**config.mk**
```make
export PLATFORM = sky130hd
export DESIGN_NAME = reg_window_spill
export DESIGN_NICKNAME = d
export VERILOG_FILES = /design/src/rtl/reg_window_spill.sv
export SDC_FILE = /design/constraint.sdc
export NUM_CORES = 1
export LEC_CHECK = 0
export ABC_AREA = 1
export BUFFER_PORTS_ARGS = -buffer_cell sky130_fd_sc_hd__buf_2
export CORE_ASPECT_RATIO = 1.2
export CORE_MARGIN = 2
export CORE_UTILIZATION = 45
export CTS_BUF_LIST = sky130_fd_sc_hd__clkbuf_4 sky130_fd_sc_hd__clkbuf_8 sky130_fd_sc_hd__clkbuf_16
export CTS_CLUSTER_SIZE = 24
export DETAILED_ROUTE_END_ITERATION = 12
export PLACE_DENSITY = 0.86
export SLEW_MARGIN = 30
export SYNTH_ARGS = -nofsm -noshare
export SYNTH_HDL_FRONTEND = slang
export SYNTH_SLANG_ARGS = --single-unit
```
**constraint.sdc**
```tcl
create_clock -name clk -period 2.2 [get_ports clk]
set_input_delay 0.44 -clock clk [delete_from_list [all_inputs] [get_ports clk]]
set_output_delay 0.44 -clock clk [all_outputs]
set_load 0.01 [all_outputs]
```
**src/rtl/reg_window_spill.sv**
```systemverilog
// Purpose: spill a register window to memory, or fill it back from memory, one register at a time.
// Latency: at least 2 cycles per register (read/write + memory handshake) plus one DONE cycle; outputs are registered.
// Backpressure: cmd_ready is high only when idle; mem_req/mem_addr are held stable until mem_ack is sampled.
module reg_window_spill #(
  parameter int NREG = 4,
  parameter int DW   = 16
) (
  input  logic          clk,
  input  logic          rst,
  input  logic          cmd_valid,
  output logic          cmd_ready,
  input  logic          cmd_op,
  input  logic [1:0]    cmd_wind,
  input  logic [DW-1:0] cmd_base,
  output logic [1:0]    rf_wind,
  output logic [1:0]    rf_rr,
  input  logic [DW-1:0] rf_rdata,
  output logic [1:0]    rf_wr,
  output logic [DW-1:0] rf_wdata,
  output logic          rf_write,
  output logic          mem_req,
  output logic          mem_we,
  output logic [DW-1:0] mem_addr,
  output logic [DW-1:0] mem_wdata,
  input  logic          mem_ack,
  input  logic [DW-1:0] mem_rdata,
  output logic          busy,
  output logic          done
);

  typedef enum logic [2:0] {
    IDLE      = 3'd0,
    SPILL_RD  = 3'd1,
    SPILL_REQ = 3'd2,
    FILL_REQ  = 3'd3,
    FILL_WR   = 3'd4,
    DONE      = 3'd5
  } state_t;

  // Index of the final register in the window; the index itself is always 2 bits.
  localparam logic [1:0] LAST_IDX = 2'(NREG - 1);

  // Control state
  state_t        state_q, state_d;
  logic [1:0]    idx_q, idx_d;
  logic [1:0]    wind_q, wind_d;
  logic [DW-1:0] base_q, base_d;

  // Data captured mid-transfer, also driven straight out
  logic [DW-1:0] mem_wdata_q, mem_wdata_d;
  logic [DW-1:0] rf_wdata_q, rf_wdata_d;

  // Registered outputs, computed from the next state so they line up with it
  logic          cmd_ready_q, cmd_ready_d;
  logic          busy_q, busy_d;
  logic          done_q, done_d;
  logic          mem_req_q, mem_req_d;
  logic          mem_we_q, mem_we_d;
  logic [DW-1:0] mem_addr_q, mem_addr_d;
  logic          rf_write_q, rf_write_d;
  logic [1:0]    rf_wr_q, rf_wr_d;
  logic [1:0]    rf_rr_q, rf_rr_d;
  logic [1:0]    rf_wind_q, rf_wind_d;

  // Next-state, index and data-capture logic for the transfer sequencer.
  always_comb begin
    state_d     = state_q;
    idx_d       = idx_q;
    wind_d      = wind_q;
    base_d      = base_q;
    mem_wdata_d = mem_wdata_q;
    rf_wdata_d  = rf_wdata_q;
    case (state_q)
      IDLE: begin
        // cmd_ready_q is only high in IDLE, and stays low for the first cycle out of reset.
        if (cmd_valid && cmd_ready_q) begin
          wind_d  = cmd_wind;
          base_d  = cmd_base;
          idx_d   = 2'd0;
          state_d = cmd_op ? FILL_REQ : SPILL_RD;
        end
      end
      SPILL_RD: begin
        // rf_rr already points at idx, so the register file data is valid now.
        mem_wdata_d = rf_rdata;
        state_d     = SPILL_REQ;
      end
      SPILL_REQ: begin
        if (mem_ack) begin
          if (idx_q == LAST_IDX) begin
            state_d = DONE;
          end else begin
            idx_d   = idx_q + 2'd1;
            state_d = SPILL_RD;
          end
        end
      end
      FILL_REQ: begin
        if (mem_ack) begin
          rf_wdata_d = mem_rdata;
          state_d    = FILL_WR;
        end
      end
      FILL_WR: begin
        if (idx_q == LAST_IDX) begin
          state_d = DONE;
        end else begin
          idx_d   = idx_q + 2'd1;
          state_d = FILL_REQ;
        end
      end
      DONE: begin
        state_d = IDLE;
      end
      default: begin
        state_d = IDLE;
      end
    endcase
  end

  // Decode the outputs for the upcoming state so they can be registered with it.
  always_comb begin
    cmd_ready_d = (state_d == IDLE);
    busy_d      = (state_d != IDLE);
    done_d      = (state_d == DONE);
    mem_req_d   = (state_d == SPILL_REQ) || (state_d == FILL_REQ);
    mem_we_d    = (state_d == SPILL_REQ);
    mem_addr_d  = '0;
    if (mem_req_d) begin
      // Plain DW-bit add, so the address wraps modulo 2^DW.
      mem_addr_d = base_d + {{(DW-2){1'b0}}, idx_d};
    end
    rf_write_d  = (state_d == FILL_WR);
    rf_wr_d     = (state_d == FILL_WR) ? idx_d : 2'd0;
    rf_rr_d     = (state_d == SPILL_RD) ? idx_d : 2'd0;
    rf_wind_d   = busy_d ? wind_d : 2'd0;
  end

  // All state and outputs; a synchronous reset aborts any transfer on the spot.
  always_ff @(posedge clk) begin
    if (rst) begin
      state_q     <= IDLE;
      idx_q       <= 2'd0;
      wind_q      <= 2'd0;
      base_q      <= '0;
      mem_wdata_q <= '0;
      rf_wdata_q  <= '0;
      cmd_ready_q <= 1'b0;
      busy_q      <= 1'b0;
      done_q      <= 1'b0;
      mem_req_q   <= 1'b0;
      mem_we_q    <= 1'b0;
      mem_addr_q  <= '0;
      rf_write_q  <= 1'b0;
      rf_wr_q     <= 2'd0;
      rf_rr_q     <= 2'd0;
      rf_wind_q   <= 2'd0;
    end else begin
      state_q     <= state_d;
      idx_q       <= idx_d;
      wind_q      <= wind_d;
      base_q      <= base_d;
      mem_wdata_q <= mem_wdata_d;
      rf_wdata_q  <= rf_wdata_d;
      cmd_ready_q <= cmd_ready_d;
      busy_q      <= busy_d;
      done_q      <= done_d;
      mem_req_q   <= mem_req_d;
      mem_we_q    <= mem_we_d;
      mem_addr_q  <= mem_addr_d;
      rf_write_q  <= rf_write_d;
      rf_wr_q     <= rf_wr_d;
      rf_rr_q     <= rf_rr_d;
      rf_wind_q   <= rf_wind_d;
    end
  end

  assign cmd_ready = cmd_ready_q;
  assign busy      = busy_q;
  assign done      = done_q;
  assign mem_req   = mem_req_q;
  assign mem_we    = mem_we_q;
  assign mem_addr  = mem_addr_q;
  assign mem_wdata = mem_wdata_q;
  assign rf_write  = rf_write_q;
  assign rf_wr     = rf_wr_q;
  assign rf_wdata  = rf_wdata_q;
  assign rf_rr     = rf_rr_q;
  assign rf_wind   = rf_wind_q;

endmodule

```
==> metrics list <==
- Antenna violations before repair: 0
- Antenna diode instance count: 0
- Final core occ: 0.611
* Cell type contributing the most total cell area after synthesis: dfxtp_1
- Port buffering added 114 buffers.
* First-pass GRT wire length: 14400 microns
- Crit-path max FO: 6
- Dividing the final minimum period by the clock period gives 1.00.
* Synth cell count leaders: nor2_1, nand2_1, dfxtp_1
- Number of fill cells in the layout: 693
* Synth Area in Simple Gates: 0.335
- Dominant cell by count in the synthesized netlist: nor2_1
* Yosys synthesis warning count: 0
* Family of cells with the greatest summed delay on the critical path: simple AND/OR/NAND/NOR gates
- Total wire length after detailed routing: 9090 microns
* Setup violation total in the final timing report: 1
* Met2 wire len: 4610 microns
- The clock net in this run drives a total of 83 sinks.
- At the pin with the least slew margin, the transition time is 0.573 ns.
* Clock Tree Buf Depth: 2
- Crit path setup slack, layout: -0.00283 ns
- The final reports fail on setup timing.
- Startpoint kind of the worst setup timing path: flop
* Count of boundary I/O pins: 115
- Dividing the detail-routed wire length by the instance count gives 12.6 microns.
* Layout overhead on the synthesized area: 32.7%
* Count of flip-flops with a built-in enable after synthesis: 0
- TritonCTS built the clock tree.
- For this run, the slowest stage of the critical path takes 0.34 ns.
- Portion of the post-synthesis area used by sequential elements: 0.474
* Met3 layer wire length in the routed design: 652 microns
* Number of global-route vias before repair: 3354
- Status: complete, but fails checks
- Clock-pin slew on the worst setup and hold paths: 0.09 ns
* Largest clock skew in the final design: 0.00893 ns
* Leakage: 2.40 nW
- Global routing finished with a remaining overflow of 0.
- Total number of H-tree levels: 3
* Path type of the worst min-delay path: in2reg
- The synthesized design contains 83 register bits.
- Final cell count without fillers: 724
- Fraction of final layout cells sized beyond drive strength 1: 0.347
- Detailed routing inserted a total of 3557 vias.
- For this block, the initial DRC count from the detailed router was 139.
- The floorplan has 35 rows.
- The worst-case IR drop observed on VDD is 0.430 mV.
- Among all flip-flop cells after synthesis, the most frequent one is dfxtp_1.
- Post-layout minimum cycle time: 2.20 ns
- Routed signal wires occupy layers up through met4.
* Netlist Area Pre-Place: 3510 sq um
- Adder-cell share of the synthesized area: 0.0128
- Cell breakdown of the critical path: buf_6, nor2_4, nand2_4, nor2_4, nand2_2, nand2_2, ha_4, fa_2, nand3_4, nor2_4, buf_6, nand2_2, nor2_2, nor3_2
- The area fraction in compound gates after synthesis came to 0.0928.
- The count of final max-slew check failures is 0.
- Timing analysis after detailed placement gives a worst setup slack of -0.115 ns.
* Core area: 7620 sq um
* Ranking of synthesized cells by area: dfxtp_1, nor2_1, nand2_1, o21ai_0, inv_1
* Count of unresolved DRC violations after routing: 0
* RSZ-0062 raised after global routing: true
* Type of the setup path with the least slack: reg2reg
- Final hold vios: 0
* Required time at the worst-slack endpoint: 2.46 ns
* Initial core utilization: 0.460
* Worst path bufs/invs: 2
- The die is 101 microns tall.
- Averaged over all synthesized cells, the footprint is 7.17 sq um.
* Net Count, Synth: 547
- Worst hold margin: 0.291 ns
* Post-synth top area share: 0.474
- Post-DP HPWL: 6420 microns
- Mux cell area share after synthesis: 0.00286
- Placer's final routability congestion estimate: 0.914
- The cell sitting at the root of the clock tree is a clkbuf_8.
- The die covers 8520 sq um.
- Share of synthesized flip-flops with an asynchronous set or reset: 0
- Total global routing track utilization: 0.211
- Crit path max-delay cell type: dfxtp_2
- Capturing element type of the critical path: flop
- After detailed routing, the number of vias per cell comes to 4.91.
- Entering global routing, the biggest net connects 35 pins.
- Power density of the placed cells: 795 nW/um^2
- Crit path arrival time: 2.46 ns
- Nets: 685
* Dominant combinational cell family by area after synthesis: simple AND/OR/NAND/NOR gates
* Met1 layer wirelength in the final routing: 3610 microns
- Count of hold-fix buffers inserted at cts: 0
* Number of library cell types mapped by synthesis: 34
- Num CTS Buffers: 9
- # placed instances: 701
* Worst skew pair latency: 0.37 ns
- In the synthesized netlist, the number of instances is 489.
- DRT antenna net count: 0
- The worst pin sits at a relative slew slack of 0.618.
* X dimension of the die: 84.6 microns
- Of the total synthesized cell area, the portion taken by XOR and XNOR cells is 0.00250.
- Fmax achieved: 454 MHz
- Across the run, the number of max-cap violations was 0.
* Initial DRT Pass Iterations: 4
[cell families (layout without fill, tap and decap cells)]
group | Yosys count | count (layout)
AO/OA/AOI/OAI | 60 | 60
AND/OR/NAND/NOR | 274 | 274
XOR/XNOR | 1 | 1
adder cells (fa/ha/maj) | 3 | 3
flip-flops | 83 | 83
buffers and inverters | 67 | 210
multiplexers | 1 | 1
[final timing paths]
kind,start,to,slack [ns],depth (start not counted)
min,mem_rdata[0],rf_wdata[0],0.29,3
max reg2reg,state_q[2],mem_addr[10],-0.003,14
max,state_q[2],mem_addr[10],-0.003,14
min reg2reg,mem_wdata[15],mem_wdata[15],0.49,2
[metrics by stage]
stage	setup TNS [ns]	total power [mW]	area [sq um]
4_1_cts	0	3.66	4490
6_report	-0.00283	3.70	4650
3_5_place_dp	-0.330	2.51	4270
3_3_place_gp	0	2.48	4270
5_1_grt	-0.481	3.91	4650
2_1_floorplan	0	2.23	3510
[registers in the layout (all words and copies together), names as in the netlist, 2 cells and up]
signal / count
state_q: 3
wind_q: 2
rf_wr: 2
base_q: 16
mem_addr: 16
rf_wind: 2
rf_rr: 2
mem_wdata: 16
idx_q: 2
rf_wdata: 16
[where the power goes]
group          leakage, nW  switching, mW  internal [mW]
logic                 1.63          0.568          0.324
registers            0.675         0.0447           1.61
clock network        0.104          0.601          0.546
total                 2.40           1.21           2.48
[cell usage in the layout, fill, tap and decap left out, drive strengths merged]
cell	n
o21ai	42
or2	1
clkbuf	9
a31oi	1
clkinv	1
dfxtp	83
nand3	19
nor2	121
nand3b	1
fa	1
nand4	5
xor2	1
nor3b	1
buf	143
mux2i	1
a21oi	14
and2	1
nand2	120
o2111ai	1
clkinvlp	1
nor3	5
o211ai	2
inv	55
ha	2
bufinv	1
[area by class of cell]
cell class	count	area [sq um]	share of cell area
multi-input combinational	339	1680	0.361
clock inverter	7	82.6	0.0178
clock buffer	9	124	0.0266
tap	92	115	0.0247
sequential	83	1670	0.358
timing repair buffer	143	796	0.171
inverter	51	191	0.0412
[worst register-to-register path: stages (launching register included)]
cell and delay [ns]:
dfxtp_2 0.34, buf_6 0.13, nor2_4 0.19, nand2_4 0.09, nor2_4 0.15, nand2_2 0.08
nand2_2 0.10, ha_4 0.16, fa_2 0.25, nand3_4 0.10, nor2_4 0.18, buf_6 0.13
nand2_2 0.04, nor2_2 0.12, nor3_2 0.04
[what timing repair did]
action	4_1_cts	5_1_grt
setup buffers	1	6
cloned	0	0
gates resized for setup	3	32
setup endpoints to repair	9	12
pin swaps	2	16
[routing by layer]
layer	vias up	track usage
li1	1802	-
met1	1595	0.232
met2	138	0.369
met3	22	0.0680
met4	0	0.0952
met5	-	0
Note: power is estimated with default switching activity, not from simulation.
